===== src/rtl/seq_mult_16.sv =====
// Iterative unsigned 16x16 -> 32-bit shift-and-add multiplier with start/busy/done handshake.
// Each RUN cycle adds the multiplicand into the accumulator via one 16-bit carry-lookahead adder.

module cla_16_bit (
  input  logic [15:0] a,
  input  logic [15:0] b,
  input  logic        cin,
  output logic [15:0] sum,
  output logic        cout
);

  logic [15:0] g;
  logic [15:0] p;
  logic [15:0] c;
  logic [3:0]  grp_g;
  logic [3:0]  grp_p;
  logic [4:0]  grp_c;

  // Two-level lookahead: 4-bit groups, then a lookahead unit across the groups.
  always_comb begin
    g = a & b;
    p = a ^ b;
    grp_g = '0;
    grp_p = '0;
    for (int j = 0; j < 4; j++) begin
      grp_g[j] = g[4*j+3]
               | (p[4*j+3] & g[4*j+2])
               | (p[4*j+3] & p[4*j+2] & g[4*j+1])
               | (p[4*j+3] & p[4*j+2] & p[4*j+1] & g[4*j]);
      grp_p[j] = &p[4*j +: 4];
    end
  end

  always_comb begin
    grp_c[0] = cin;
    grp_c[1] = grp_g[0] | (grp_p[0] & cin);
    grp_c[2] = grp_g[1] | (grp_p[1] & grp_g[0]) | (grp_p[1] & grp_p[0] & cin);
    grp_c[3] = grp_g[2] | (grp_p[2] & grp_g[1]) | (grp_p[2] & grp_p[1] & grp_g[0])
             | (grp_p[2] & grp_p[1] & grp_p[0] & cin);
    grp_c[4] = grp_g[3] | (grp_p[3] & grp_g[2]) | (grp_p[3] & grp_p[2] & grp_g[1])
             | (grp_p[3] & grp_p[2] & grp_p[1] & grp_g[0])
             | (grp_p[3] & grp_p[2] & grp_p[1] & grp_p[0] & cin);
  end

  always_comb begin
    c = '0;
    for (int j = 0; j < 4; j++) begin
      c[4*j]   = grp_c[j];
      c[4*j+1] = g[4*j] | (p[4*j] & grp_c[j]);
      c[4*j+2] = g[4*j+1] | (p[4*j+1] & g[4*j]) | (p[4*j+1] & p[4*j] & grp_c[j]);
      c[4*j+3] = g[4*j+2] | (p[4*j+2] & g[4*j+1]) | (p[4*j+2] & p[4*j+1] & g[4*j])
               | (p[4*j+2] & p[4*j+1] & p[4*j] & grp_c[j]);
    end
    sum  = p ^ c;
    cout = grp_c[4];
  end

endmodule

module seq_mult_16 (
  input  logic        clk,
  input  logic        rst_n,
  input  logic        start,
  input  logic [15:0] a,
  input  logic [15:0] b,
  output logic        busy,
  output logic        done,
  output logic [31:0] product
);

  typedef enum logic [1:0] {StIdle, StRun, StDone} state_e;

  state_e      state;
  logic [15:0] m;
  logic [15:0] hi;
  logic [15:0] lo;
  logic [4:0]  count;
  logic [15:0] add_b;
  logic [15:0] add_sum;
  logic        add_cout;
  logic [31:0] shifted;

  assign add_b   = lo[0] ? m : 16'h0000;
  // Carry out becomes the new MSB, so the 33-bit partial sum never overflows.
  assign shifted = {add_cout, add_sum, lo[15:1]};

  cla_16_bit u_cla (
    .a    (hi),
    .b    (add_b),
    .cin  (1'b0),
    .sum  (add_sum),
    .cout (add_cout)
  );

  always_ff @(posedge clk) begin
    if (!rst_n) begin
      state   <= StIdle;
      busy    <= 1'b0;
      done    <= 1'b0;
      product <= '0;
      m       <= '0;
      hi      <= '0;
      lo      <= '0;
      count   <= '0;
    end else begin
      unique case (state)
        StIdle: begin
          if (start) begin
            m     <= a;
            hi    <= '0;
            lo    <= b;
            count <= '0;
            busy  <= 1'b1;
            state <= StRun;
          end
        end
        StRun: begin
          {hi, lo} <= shifted;
          count    <= count + 5'd1;
          if (count == 5'd15) begin
            product <= shifted;
            done    <= 1'b1;
            busy    <= 1'b0;
            state   <= StDone;
          end
        end
        StDone: begin
          done  <= 1'b0;
          state <= StIdle;
        end
        default: begin
          busy  <= 1'b0;
          done  <= 1'b0;
          state <= StIdle;
        end
      endcase
    end
  end

endmodule

===== config.mk =====
export PLATFORM = sky130hd
export DESIGN_NAME = seq_mult_16
export DESIGN_NICKNAME = d
export VERILOG_FILES = /design/src/rtl/seq_mult_16.sv
export SDC_FILE = /design/constraint.sdc
export NUM_CORES = 1
export LEC_CHECK = 0
export ABC_AREA = 1
export BUFFER_PORTS_ARGS = -buffer_cell sky130_fd_sc_hd__buf_2
export CAP_MARGIN = 5
export CORE_MARGIN = 3
export CORE_UTILIZATION = 45
export DETAILED_ROUTE_END_ITERATION = 10
export PLACE_DENSITY = 0.72
export SYNTH_ARGS = -nofsm -noshare
export SYNTH_HDL_FRONTEND = slang
export SYNTH_HIERARCHICAL = 1
export SYNTH_SLANG_ARGS = --single-unit

===== constraint.sdc =====
create_clock -name clk -period 5.56 [get_ports clk]
set_input_delay 0.556 -clock clk [delete_from_list [all_inputs] [get_ports clk]]
set_output_delay 0.556 -clock clk [all_outputs]
set_load 0.1 [all_outputs]

# Yosys cells after proc, flatten, opt, wreduce, memory -nomap -nowiden
# Index checks and enable logic that the tools add are counted.
# totals
out_inout_bits	34
register_bits	89
# classes
n_reduce_logical	11
eq_ne	5
n_bitwise	104
mux	15
add_sub_neg	1
# ops
op	count
one-hot mux 16 bit (2 select lines)	2
AND 1 bit	60
two-way mux 16 bit	3
OR 1 bit	39
XOR 16 bit	2
AND 16 bit	1
AND reduction 4 bit	3
one-hot mux 5 bit (2 select lines)	1
AND reduction 2 bit	5
adder 5 x 1 -> 5 bit, second input constant	1
== test 5 x 4 -> 1 bit, second input constant	1
two-way mux 5 bit	1
two-way mux 2 bit	2
!= test 2 bit, second input constant	2
one-hot mux 2 bit (2 select lines)	1
two-way mux 1 bit	3
one-hot mux 1 bit (3 select lines)	1
AND reduction 3 bit	1
== test 2 x 1 -> 1 bit, second input constant	1
== test 2 bit, second input constant	1
logical NOT 2 bit	1
NOT 1 bit	2
one-hot mux 1 bit (2 select lines)	1
nonzero test 2 bit	1

# Depth between registers and ports, before layout
# logic_depth
depth_word	13
depth_mapped	17

# By module
# Netlist, hierarchy kept.
# modules_own_cells
mod	seq_area_each_um2	cells_each	instances	area_each_um2
seq_mult_16	1781.7	488	1	3588.4
cla_16_bit	0.0	125	1	788.3

# Least setup slack after synthesis
# No wires, ideal clock.
# synth_path
path_kind	flip-flop to flip-flop
start	register lo[0]
end	register hi[12]
setup_time_ns	0.071
synth_period_minus_slack_ns	2.443
slack_ns	3.117
path_stages_with_launch	16
t_arrival_ns	2.373
path_buffers	2
cell_sequence	dfxtp_1 > clkbuf_1 > clkbuf_1 > nand2_1 > inv_1 > ha_1 > nand2_1 > inv_1 > nand2_1 > nand2_1 > a21oi_1 > nand2_2 > fa_1 > xor2_1 > nand2_1 > a21oi_1
# synth_via
word_cells_on_any_way	38
cone_classes	mux: 2; bitwise: 34; reduce/logical: 2
# synth_lines
element	line	rtl
start, declared	76	logic [15:0] lo;
start signal, assigned	118	{hi, lo} <= shifted;
two-way mux 16 bit (*)	83	assign add_b = lo[0] ? m : 16'h0000;
net add_b[10]	78	logic [15:0] add_b;
AND 16 bit / XOR 16 bit (equally long branches)	21, 22	
AND 1 bit, on equally long branches	27, 28, 29	
OR 1 bit, or another cell as far along	27	| (p[4*j+3] & g[4*j+2])
OR 1 bit / AND 1 bit (equally long branches)	28, 29	
OR 1 bit	29	| (p[4*j+3] & p[4*j+2] & p[4*j+1] & g[4*j]);
OR 1 bit	38	grp_c[3] = grp_g[2] | (grp_p[2] & grp_g[1]) | (grp_p[2] & grp_p[1] & grp_g[0])
OR 1 bit (*)	38	
AND 1 bit (*)	49	c[4*j+1] = g[4*j] | (p[4*j] & grp_c[j]);
OR 1 bit (*)	49	
XOR 16 bit (*)	54	sum = p ^ c;
net add_sum[13]	79	logic [15:0] add_sum;
one-hot mux 16 bit (2 select lines) (*)	106	unique case (state)
end signal, assigned	118	
end, declared	75	logic [15:0] hi;
# The timed path passes the listed nets; every way through them passes the cells marked *.
# A chain may end at the register's enable or synchronous reset.

# Worst setup path in the final report
# layout_path
start	register lo[0]
end	register hi[8]
# layout_via
word_cells_on_any_way	26
cone_classes	mux: 2; bitwise: 23; reduce/logical: 1
# layout_lines
element	line	rtl
two-way mux 16 bit (*)	83	
net add_b[1]	78	
AND 16 bit / XOR 16 bit (equally long branches)	21, 22	
AND 1 bit, on equally long branches	28, 29	
OR 1 bit / AND 1 bit (equally long branches)	28, 29	
OR 1 bit (*)	29	
AND 1 bit (*)	37	grp_c[2] = grp_g[1] | (grp_p[1] & grp_g[0]) | (grp_p[1] & grp_p[0] & cin);
OR 1 bit (*)	37	
AND 1 bit (*)	49	
OR 1 bit (*)	49	
XOR 16 bit (*)	54	
net add_sum[9]	79	
one-hot mux 16 bit (2 select lines) (*)	106	
# Marked as above.

==> flow_summary.ini <==
[critical_path]
crit_type = register to register
cp_data_arrival_time_ns = 3.03
endpoint = hi[8]
r2r_end = hi[8]
crit_path_start_kind = register
crit_path_start = lo[0]
r2r_start = lo[0]
rr_worst_depth = 12
path_max_fanout = 17
r2r_slack_ns = 2.81
cp.required_ns = 5.83
end_kind = register

[finish]
finalNetCount = 721
drive_gt1_share_pct = 15.4
final_cell_count_no_fill = 798
area.growth.synth_to_final_pct = 11.5
antennaDiodeCount = 0

[logic_synthesis]
synthSimpleGateAreaFrac_pct = 33.9
synth_compound_area_share_pct = 7.00
synth_top_area_share_pct = 40.7
synth_top_family_by_area = simple AND/OR/NAND/NOR gates
yosysUniqueCellTypes = 36
avgSynthCellArea_um2 = 7.14
muxShareOfSynthArea_pct = 0
yosysTopAreaCell = dfxtp_1
ys_seq_elements = 89
syn_area_um2 = 4380
synthTopCellsByArea = dfxtp_1, nand2_1, nand3_1, ha_1, inv_1
ys_seq_area_share_pct = 40.7
synthXorXnorAreaFrac_pct = 1.40
ys.warnings.count = 6
synth_adder_area_share_pct = 6.98
synthCells = 613

[floorplanning]
row_count = 35
io_pins = 69
die_w_um = 105
start_util_pct = 46.9
core_area_um2 = 9330
die_y_um = 105
die_area_um2 = 10900

[timing]
setup_viol = 0
drv_slew = 0
min_period_ns = 2.75
worst_slew_pin_slew_ns = 1.19
hold_violations = 0
finalClockSkew_ns = 0.0117
fmax_ghz = 0.363
slew_headroom_pct = 20.7
fin_setup_tns_ns = 0
rsz0062_at_grt = no
period_share_pct = 49.5

[placement]
dp_cells = 782
hpwl_mm = 6.71
io_buffers = 68
gp_congestion = 0.875

[clock_network]
numCtsBuffers = 9
cts.sinks = 89
ctsHoldBuffers = 0
cts_tree = yes
clock-root-buffer = clkbuf_8
ctsLongestPathBuffers = 2
postCtsSetupBuffers = 0
htreeDepth = 3
cts_resized = 0
clock_latency_ns = 0.36
clkTransAtPathRegs_ns = 0.09

[global_routing]
grt_pass1_wl_mm = 17.0
grt.overflow.total = 0
grtUsageTotal_pct = 18.6
antenna_found_initial = 0
grt_max_degree = 68
grt_pass1_vias = 3764

[pwr]
vdd_drop_max_mv = 0.102
powerDensity_nw_per_um2 = 248
leakage_nw = 2.60

[drt]
viasPerCell = 4.88
wire_per_inst_um = 12.6
drt.antenna.violating_nets = 0
vias = 3893
drt_iter0_markers = 163
drc = 0
drt-total-wl_mm = 10.1
drt_pass1_iterations = 4

[outcome]
status = completed

[hold_path]
hold_path_depth = 3
min_path_type = input pin to register

[run]
drv_cap = 0
-- area by class of cell --
type	count	area (um^2)
fillers	940	4450
multi-input cells	433	2160
flip-flops and latches	89	1780
repair buffers	70	355
inverters	61	230
well taps	129	161
clock buffers	10	138
clock inverters	6	51.3
-- metal layers --
metal  vias to the layer above  global-route usage [%]  share of wire, %
met2                        70                    31.5                46
met4                         0                    5.81               1.3
li1                       2042                       -                 -
met1                      1774                    23.5                48
met5                         -                       0                 0
met3                         7                    4.20               4.5
-- flip-flops by register name (all words and copies together), names as in the netlist --
name	count
busy	1
state	2
count	5
product	32
hi	16
done	1
lo	16
m	16
-- placed cells by master (no fill, tap or decap), types with 5 or more instances in the layout --
master and instances:
o21ai_0 24, a21oi_1 26, buf_2 68, nand2_1 169, inv_1 58, clkbuf_8 10
nand3_1 95, dfxtp_1 89, xor2_1 5, nand2_2 7, nor2_1 58, ha_1 18
-- how the worst min path moves through the flow --
stage,from,endpoint
2_1_floorplan,lo[1],product[0]
3_3_place_gp,product[21],product[21]
3_5_place_dp,product[26],product[26]
4_1_cts,a[5],m[5]
5_1_grt,a[7],m[7]
6_report,a[5],m[5]
-- worst max-delay path: stages, from the launching register on --
cell	delay, ns
dfxtp_1	0.73
nand2_1	0.13
inv_1	0.09
ha_1	0.25
or2_0	0.23
nand3b_1	0.10
nand2_2	0.10
nand2_1	0.08
nand2_1	0.10
fa_1	0.39
xor2_1	0.21
nand2_1	0.08
a21oi_1	0.17
-- cell usage after synthesis (all sizes together) --
master  instances
a21o            2
a21oi          26
a221oi          1
a31oi           2
and2            2
and3            1
buf            23
clkbuf          8
clkinv          1
conb            1
dfxtp          89
fa              4
ha             18
inv            60
nand2         177
nand3          96
nand3b          1
nand4           2
nor2           62
nor3            1
o21a            1
o21ai          25
o21bai          1
or2             2
xnor2           2
xor2            5
-- cell families (layout without fill, tap and decap cells) --
logic type,after synthesis,count (layout)
and+or+nand+nor,344,344
buffers and inverters,92,147
DFF,89,89
AOI/OAI and AO/OA,58,58
adders and majority gates,22,22
xor gates and xnor gates,7,7
other,1,2
-- where the power goes --
| group | switching, mW | internal (mW) | total, mW |
|---|---|---|---|
| logic | 0.0780 | 0.0362 | 0.114 |
| registers | 0.0160 | 0.658 | 0.674 |
| clock network | 0.242 | 0.180 | 0.423 |
-- through the flow --
| step | instance area, um^2 | setup WS (ns) | hold WS, ns | total power [mW] | util, % |
|---|---|---|---|---|---|
| global route | 4880 | 2.60 | 0.460 | 1.27 | 52.3 |
| global placement | 4690 | 3.01 | 0.458 | 0.800 | 50.3 |
| detailed placement | 4690 | 2.83 | 0.460 | 0.803 | 50.3 |
| CTS | 4880 | 2.81 | 0.431 | 1.22 | 52.3 |
| finish | 4880 | 2.81 | 0.450 | 1.21 | 52.3 |
| floorplan | 4380 | 3.12 | 0.438 | 0.772 | - |
Note: power is estimated with default switching activity, not from simulation.
